<file path="src/rtl/iterative_divider36_31.sv">
// Restoring 36/31-bit unsigned divider, one quotient bit per cycle, valid/ready handshakes.
// Optional macro DIV_ZERO_FAST_EN: zero divisor completes the cycle after accept and flags div_by_zero.
module iterative_divider36_31 (
    input  logic        clk,
    input  logic        rst,
    input  logic        in_valid,
    output logic        in_ready,
    input  logic [35:0] dividend,
    input  logic [30:0] divisor,
    output logic        out_valid,
    input  logic        out_ready,
    output logic [35:0] quotient,
    output logic [30:0] remainder,
    output logic        div_by_zero
);

    typedef enum logic [1:0] {
        IDLE,
        BUSY,
        DONE
    } state_t;

    state_t      state;
    state_t      next_state;

    // Dividend bits leave at the MSB while quotient bits enter at the LSB.
    logic [35:0] shift_q;
    logic [30:0] divisor_q;
    logic [30:0] rem_q;
    logic [5:0]  count;

    logic        accept;
    logic        zero_div;
    logic [31:0] trial;
    logic [31:0] diff;
    logic        q_bit;
    logic [30:0] rem_next;

    assign accept = in_valid & in_ready;

`ifdef DIV_ZERO_FAST_EN
    assign zero_div = (divisor == '0);
`else
    assign zero_div = 1'b0;
`endif

    always_comb begin
        trial    = {rem_q, shift_q[35]};
        diff     = trial - {1'b0, divisor_q};
        q_bit    = (trial >= {1'b0, divisor_q});
        // After a successful subtraction the result is below the divisor, so 31 bits suffice.
        rem_next = q_bit ? diff[30:0] : trial[30:0];
    end

    always_ff @(posedge clk) begin
        if (rst) begin
            state <= IDLE;
        end else begin
            state <= next_state;
        end
    end

    always_comb begin
        next_state = state;
        in_ready   = 1'b0;
        out_valid  = 1'b0;
        case (state)
            IDLE: begin
                in_ready = 1'b1;
                if (accept) begin
                    next_state = zero_div ? DONE : BUSY;
                end
            end
            BUSY: begin
                if (count == '0) begin
                    next_state = DONE;
                end
            end
            DONE: begin
                out_valid = 1'b1;
                if (out_ready) begin
                    next_state = IDLE;
                end
            end
            default: next_state = IDLE;
        endcase
    end

    always_ff @(posedge clk) begin
        if (rst) begin
            shift_q   <= '0;
            divisor_q <= '0;
            rem_q     <= '0;
            count     <= '0;
            quotient  <= '0;
            remainder <= '0;
        end else begin
            case (state)
                IDLE: begin
                    if (accept) begin
                        shift_q   <= dividend;
                        divisor_q <= divisor;
                        rem_q     <= '0;
                        count     <= 6'd35;
                        if (zero_div) begin
                            quotient  <= '1;
                            remainder <= dividend[30:0];
                        end
                    end
                end
                BUSY: begin
                    shift_q <= {shift_q[34:0], q_bit};
                    rem_q   <= rem_next;
                    if (count != '0) begin
                        count <= count - 6'd1;
                    end else begin
                        quotient  <= {shift_q[34:0], q_bit};
                        remainder <= rem_next;
                    end
                end
                default: ;
            endcase
        end
    end

`ifdef DIV_ZERO_FAST_EN
    always_ff @(posedge clk) begin
        if (rst) begin
            div_by_zero <= 1'b0;
        end else if (state == IDLE && accept) begin
            if (zero_div) begin
                div_by_zero <= 1'b1;
            end
        end else if (state == BUSY && count == '0) begin
            div_by_zero <= 1'b0;
        end
    end
`else
    assign div_by_zero = 1'b0;
`endif

endmodule
</file>
<file path="config.mk">
export PLATFORM = sky130hd
export DESIGN_NAME = iterative_divider36_31
export DESIGN_NICKNAME = d
export VERILOG_FILES = /design/src/rtl/iterative_divider36_31.sv
export SDC_FILE = /design/constraint.sdc
export NUM_CORES = 1
export LEC_CHECK = 0
export BUFFER_PORTS_ARGS = -buffer_cell sky130_fd_sc_hd__buf_4
export CELL_PAD_IN_SITES_DETAIL_PLACEMENT = 0
export CELL_PAD_IN_SITES_GLOBAL_PLACEMENT = 1
export CORE_UTILIZATION = 42
export DETAILED_ROUTE_END_ITERATION = 12
export PLACE_DENSITY = 0.87
export SYNTH_ARGS = -nofsm -noshare
export SYNTH_HDL_FRONTEND = slang
export SYNTH_SLANG_ARGS = --single-unit
</file>
<file path="constraint.sdc">
create_clock -name clk -period 3.5 [get_ports clk]
set_input_delay 0 -clock clk [delete_from_list [all_inputs] [get_ports clk]]
set_output_delay 0 -clock clk [all_outputs]
set_load 0.05 [all_outputs]
</file>
# After elaboration in Yosys (flattened, before gate mapping)
# Cells that the tools add are included.
# word_totals
regBits,173
output_inout_bits,70
wordCells,41
# op_classes
n_addsub,2
order_cmp,1
eq_ne,6
muxes,14
bitwise_logic,2
n_reduce_logical,9
# ops
operator,count
case mux 36 bit (2 select lines),1
2-to-1 mux 31 bit,2
case mux 31 bit (2 select lines),1
2-to-1 mux 36 bit,1
>= comparator 32 x 31 -> 1 bit,1
subtractor 31 bit,1
2-to-1 mux 6 bit,2
case mux 6 bit (2 select lines),1
"inequality test 2 bit, second input constant",4
zero test 6 bit,1
2-to-1 mux 2 bit,3
case mux 2 bit (3 select lines),1
AND reduction 2 bit,3
AND reduction 3 bit,2
nonzero test 6 bit,1
"subtractor 6 x 1 -> 6 bit, second input constant",1
"== test 2 x 1 -> 1 bit, second input constant",1
"== test 2 bit, second input constant",1
zero test 2 bit,1
2-to-1 mux 1 bit,2
nonzero test 2 bit,1
bitwise AND 1 bit,1
inverter 1 bit,1

# Logic depth before layout (Yosys ltp)
# logic_depth
depth_word,5
depth_mapped,12
ltp_nobuf,11

# Worst setup path before layout
# No wires, ideal clock.
# synth_timing
kind,reg2reg
from,reg divisor_q[6]
to,reg remainder[23]
setup_ns,0.122
arrival_ns,2.501
required_time_ns,3.378
setup_slack_ns,0.877
path_stages_with_launch,12
n_path_buf,1
path_cell_list,dfxtp_1 -> inv_1 -> ha_1 -> buf_4 -> nand4_2 -> or3_1 -> a211oi_2 -> nor3_1 -> a21oi_2 -> or3b_4 -> mux2i_1 -> o311a_1
# synth_via
elab_chain_len,2
# synth_rtl
element,line_no,source
start: declaration,28,logic [30:0] divisor_q;
start signal: assignment,102,divisor_q <= divisor;
subtractor 31 bit / >= comparator 32 x 31 -> 1 bit (equally long branches),"49, 50",
2-to-1 mux 31 bit (*),52,rem_next = q_bit ? diff[30:0] : trial[30:0];
end signal: assignment,107,remainder <= dividend[30:0];
end signal: assignment,118,remainder <= rem_next;
end: declaration,13,"output logic [30:0] remainder,"
# Every way passes the cells marked *; elsewhere a longest branch is shown, timed or not.
# A chain may end at the register's enable or synchronous reset.

# Worst setup path after layout
# layout_timing
from,reg shift_q[35]
to,reg remainder[27]
# layout_via
elab_chain_len,2
# layout_rtl
element,line_no,source
start: declaration,27,logic [35:0] shift_q;
start signal: assignment,101,shift_q <= dividend;
start signal: assignment,112,"shift_q <= {shift_q[34:0], q_bit};"
subtractor 31 bit / >= comparator 32 x 31 -> 1 bit (equally long branches),"49, 50",
2-to-1 mux 31 bit (*),52,
# Marked as above.

==> metrics.cfg <==
[outcome]
status = finished, final reports clean

[finish]
syn_to_final_growth_pct = 28.7
antennaDiodeCount = 0
drive_gt1_share_pct = 16.1
fin_nets = 1383

[timing]
period_minus_slack_ns = 3.19
max_freq_mhz = 313
setup_tns_ns = 0
finClkSkew_ns = 0.0106
drv_slew = 0
slew_headroom_pct = 41.7
rsz0062_at_grt = false
worst_pin_slew_ns = 0.874
setup_viol = 0
finalCritPeriodShare_pct = 91.2
hold_viol_final = 0

[global_route]
antenna_found_initial = 0
grt_max_degree = 83
overflow = 0
grt_pass1_wl_mm = 40.8
grt_usage_pct = 23.8
grt_pass1_vias = 7923

[logic_synthesis]
ys_async_sr_fraction_pct = 0
synth_seq_cells = 173
synth_cells = 1113
yosysWarnings = 0
synth-main-ff-cell = dfxtp_1
ys_seq_area_share_pct = 40.3
synth.cell_area_sq_um = 8600
synthesis.nets = 1218
synth_edf_count = 0
synth_area_per_cell_sq_um = 7.73
synthDistinctLibCells = 67

[critical_path]
rr_startpoint = shift_q[35]
arrival_ns = 3.49
required_ns = 3.80
startpoint_type = flip-flop
crit_fanout = 25
rr_worst_depth = 12
end_kind = flip-flop
reg2reg_to = remainder[27]
rrSetupSlack_ns = 0.31
crit_type = flip-flop to flip-flop

[die]
dieArea_sq_um = 21100
start_util_pct = 43.5
rows = 51
ios = 141
core_area_sq_um = 19800
die_w_microns = 145
die_y_microns = 145

[routing]
firstDrtPassIters = 6
route.detailed.drc = 0
routedWlPerCell_microns = 15.9
ant_nets = 0
totalWireLength_mm = 24.8
first_iter_violations = 536
vias = 8315
vias_per_cell = 5.34

[clock_tree]
clkTransAtPathRegs_ns = 0.07
clk_path_buf_depth = 2
insertion_delay_ns = 0.43
htree_num_levels = 4
cts_root_buf = clkbuf_16
cts_setup_buffers = 0
cts_tree = done
cts_buffers = 17
cts.sinks = 173

[placed_design]
numPortBuffers = 139
dpl.hpwl_mm = 17.2
place.gp.congestion = 0.923

[min_path]
hold_depth = 2
hold_path.class = input port to flip-flop
hold_start = rst
min_to = divisor_q[20]

[power]
p_total_w = 0.0109
p_per_area_nw_per_um2 = 985
leakagePower_nw = 4.58
vdd_drop_max_mv = 0.744

[run]
maxCapViolCount = 0

==> stage by stage <==
| step | worst slack (ns) | std cells | hold slack, ns | util (%) | instance area (sq um) |
|---|---|---|---|---|---|
| final | 0.309 | 1556 | 0.0651 | 55.9 | 11100 |
| after global routing | 0.0378 | 1556 | 0.0854 | 55.9 | 11100 |
| after CTS | 0.328 | 1556 | 0.0639 | 55.9 | 11100 |
| after detailed placement | 0.340 | 1456 | 0.256 | 49.6 | 9810 |
| after global placement | 0.379 | 1456 | 0.247 | 49.6 | 9810 |
| after floorplan | 0.877 | 1113 | 0.136 | - | 8600 |
==> final cells by class <==
class                      instances  area (sq um)
sequential                       173          3460
clock buffer                      17           425
tap                              265           332
inverter                          42           158
timing repair buffer             223          1860
clock inverter                    15           151
multi-input combinational        821          4680
fill                            1924          8720
==> Yosys cell counts, drive strengths merged, types with 3 or more instances <==
cell type	number	area share (%)
nand2	263	11
dfxtp	173	40
a21oi	120	7.1
nor2	96	4.2
clkbuf	58	2.5
o21ai	55	3.2
inv	42	1.8
a311oi	38	3.9
ha	33	4.8
a211oi	28	2.6
nor3	20	1.2
buf	19	1.2
mux2i	19	2.2
xor2	19	1.9
nand3	10	0.58
xnor2	10	1.0
nand4	8	0.65
nor2b	8	0.58
a21o	7	0.61
o211ai	7	0.61
and3	6	0.44
nand2b	5	0.36
o21a	5	0.44
o21bai	5	0.44
o31ai	5	0.44
a22oi	4	0.35
a31oi	4	0.29
or2	4	0.29
a31o	3	0.31
a41oi	3	0.31
and2	3	0.22
==> worst max-delay path, stage by stage, from the launching register on <==
cell and delay, ns:
dfxtp_1 0.33, inv_1 0.06, ha_1 0.22, fa_1 0.39, nor2b_1 0.22, o22a_1 0.36, a2111oi_4 0.14, nor3_2 0.45
nor2_4 0.19, buf_12 0.22, nor2_1 0.20, a21boi_1 0.20, a211oi_1 0.06
==> flip-flops by register name (all words and copies together), names as in the netlist <==
| register | cells |
|---|---|
| quotient | 36 |
| shift_q | 36 |
| divisor_q | 31 |
| rem_q | 31 |
| remainder | 31 |
| count | 6 |
| state | 2 |
==> report_power, final <==
part	switching, W	leakage, nW	internal [W]
Combinational	0.00396	2.90	0.00253
Clock	0.000871	0.267	0.00100
Sequential	0.000255	1.41	0.00228
Total	0.00509	4.58	0.00581
==> cell usage in the layout (no fill, tap or decap), types with 3 or more instances in the layout <==
master / netlist / final
nand2_1: 263 / 262
dfxtp_1: 173 / 173
buf_4: 6 / 154
a21oi_1: 118 / 118
nor2_1: 95 / 93
dlygate4sd3_1: 0 / 68
inv_1: 42 / 42
a311oi_1: 37 / 37
ha_1: 33 / 33
o21ai_1: 30 / 30
a211oi_1: 26 / 26
o21ai_0: 25 / 25
nor3_1: 19 / 19
xor2_1: 19 / 19
mux2i_1: 19 / 19
clkbuf_16: 0 / 17
nand3_1: 10 / 10
xnor2_1: 10 / 10
nor2b_1: 8 / 7
nand4_1: 7 / 7
o211ai_1: 7 / 7
a21o_1: 7 / 7
and3_1: 6 / 6
nand2b_1: 5 / 5
o21a_1: 5 / 5
o31ai_1: 5 / 5
o21bai_1: 5 / 5
inv_6: 0 / 5
clkinvlp_4: 0 / 5
a31oi_1: 4 / 4
a22oi_1: 4 / 4
or2_2: 3 / 3
a41oi_1: 3 / 3
==> logic make-up after synthesis <==
kind of cell / Yosys count / synth area share (%)
and+or+nand+nor: 432 / 20.9
AOI/OAI and AO/OA: 305 / 22.9
DFF: 173 / 40.3
buffers and inverters: 119 / 5.57
adders and majority gates: 34 / 5.03
xor gates and xnor gates: 29 / 2.95
muxes: 20 / 2.34
other: 1 / 0.0436
==> worst max path at each step <==
stage,start,to,slack [ns],depth (start not counted)
2_1_floorplan,divisor_q[6],remainder[23],0.88,11
3_3_place_gp,divisor_q[17],remainder[7],0.38,10
3_5_place_dp,divisor_q[17],remainder[6],0.34,10
4_1_cts,divisor_q[17],remainder[6],0.33,10
5_1_grt,divisor_q[17],remainder[6],0.04,10
6_report,shift_q[35],remainder[27],0.31,12
==> layer usage <==
layer	share of wire, %	vias up	GRT usage (%)
met4	1.2	0	5.74
li1	-	4191	-
met5	0	-	0
met1	45	3864	31.0
met3	6.2	27	5.41
met2	47	233	39.6
==> timing repair <==
action,4_1_cts,5_1_grt
hold buffers,68,0
hold endpoints to repair,68,0
resized for setup,0,0
(Power assumes the default switching activity.)
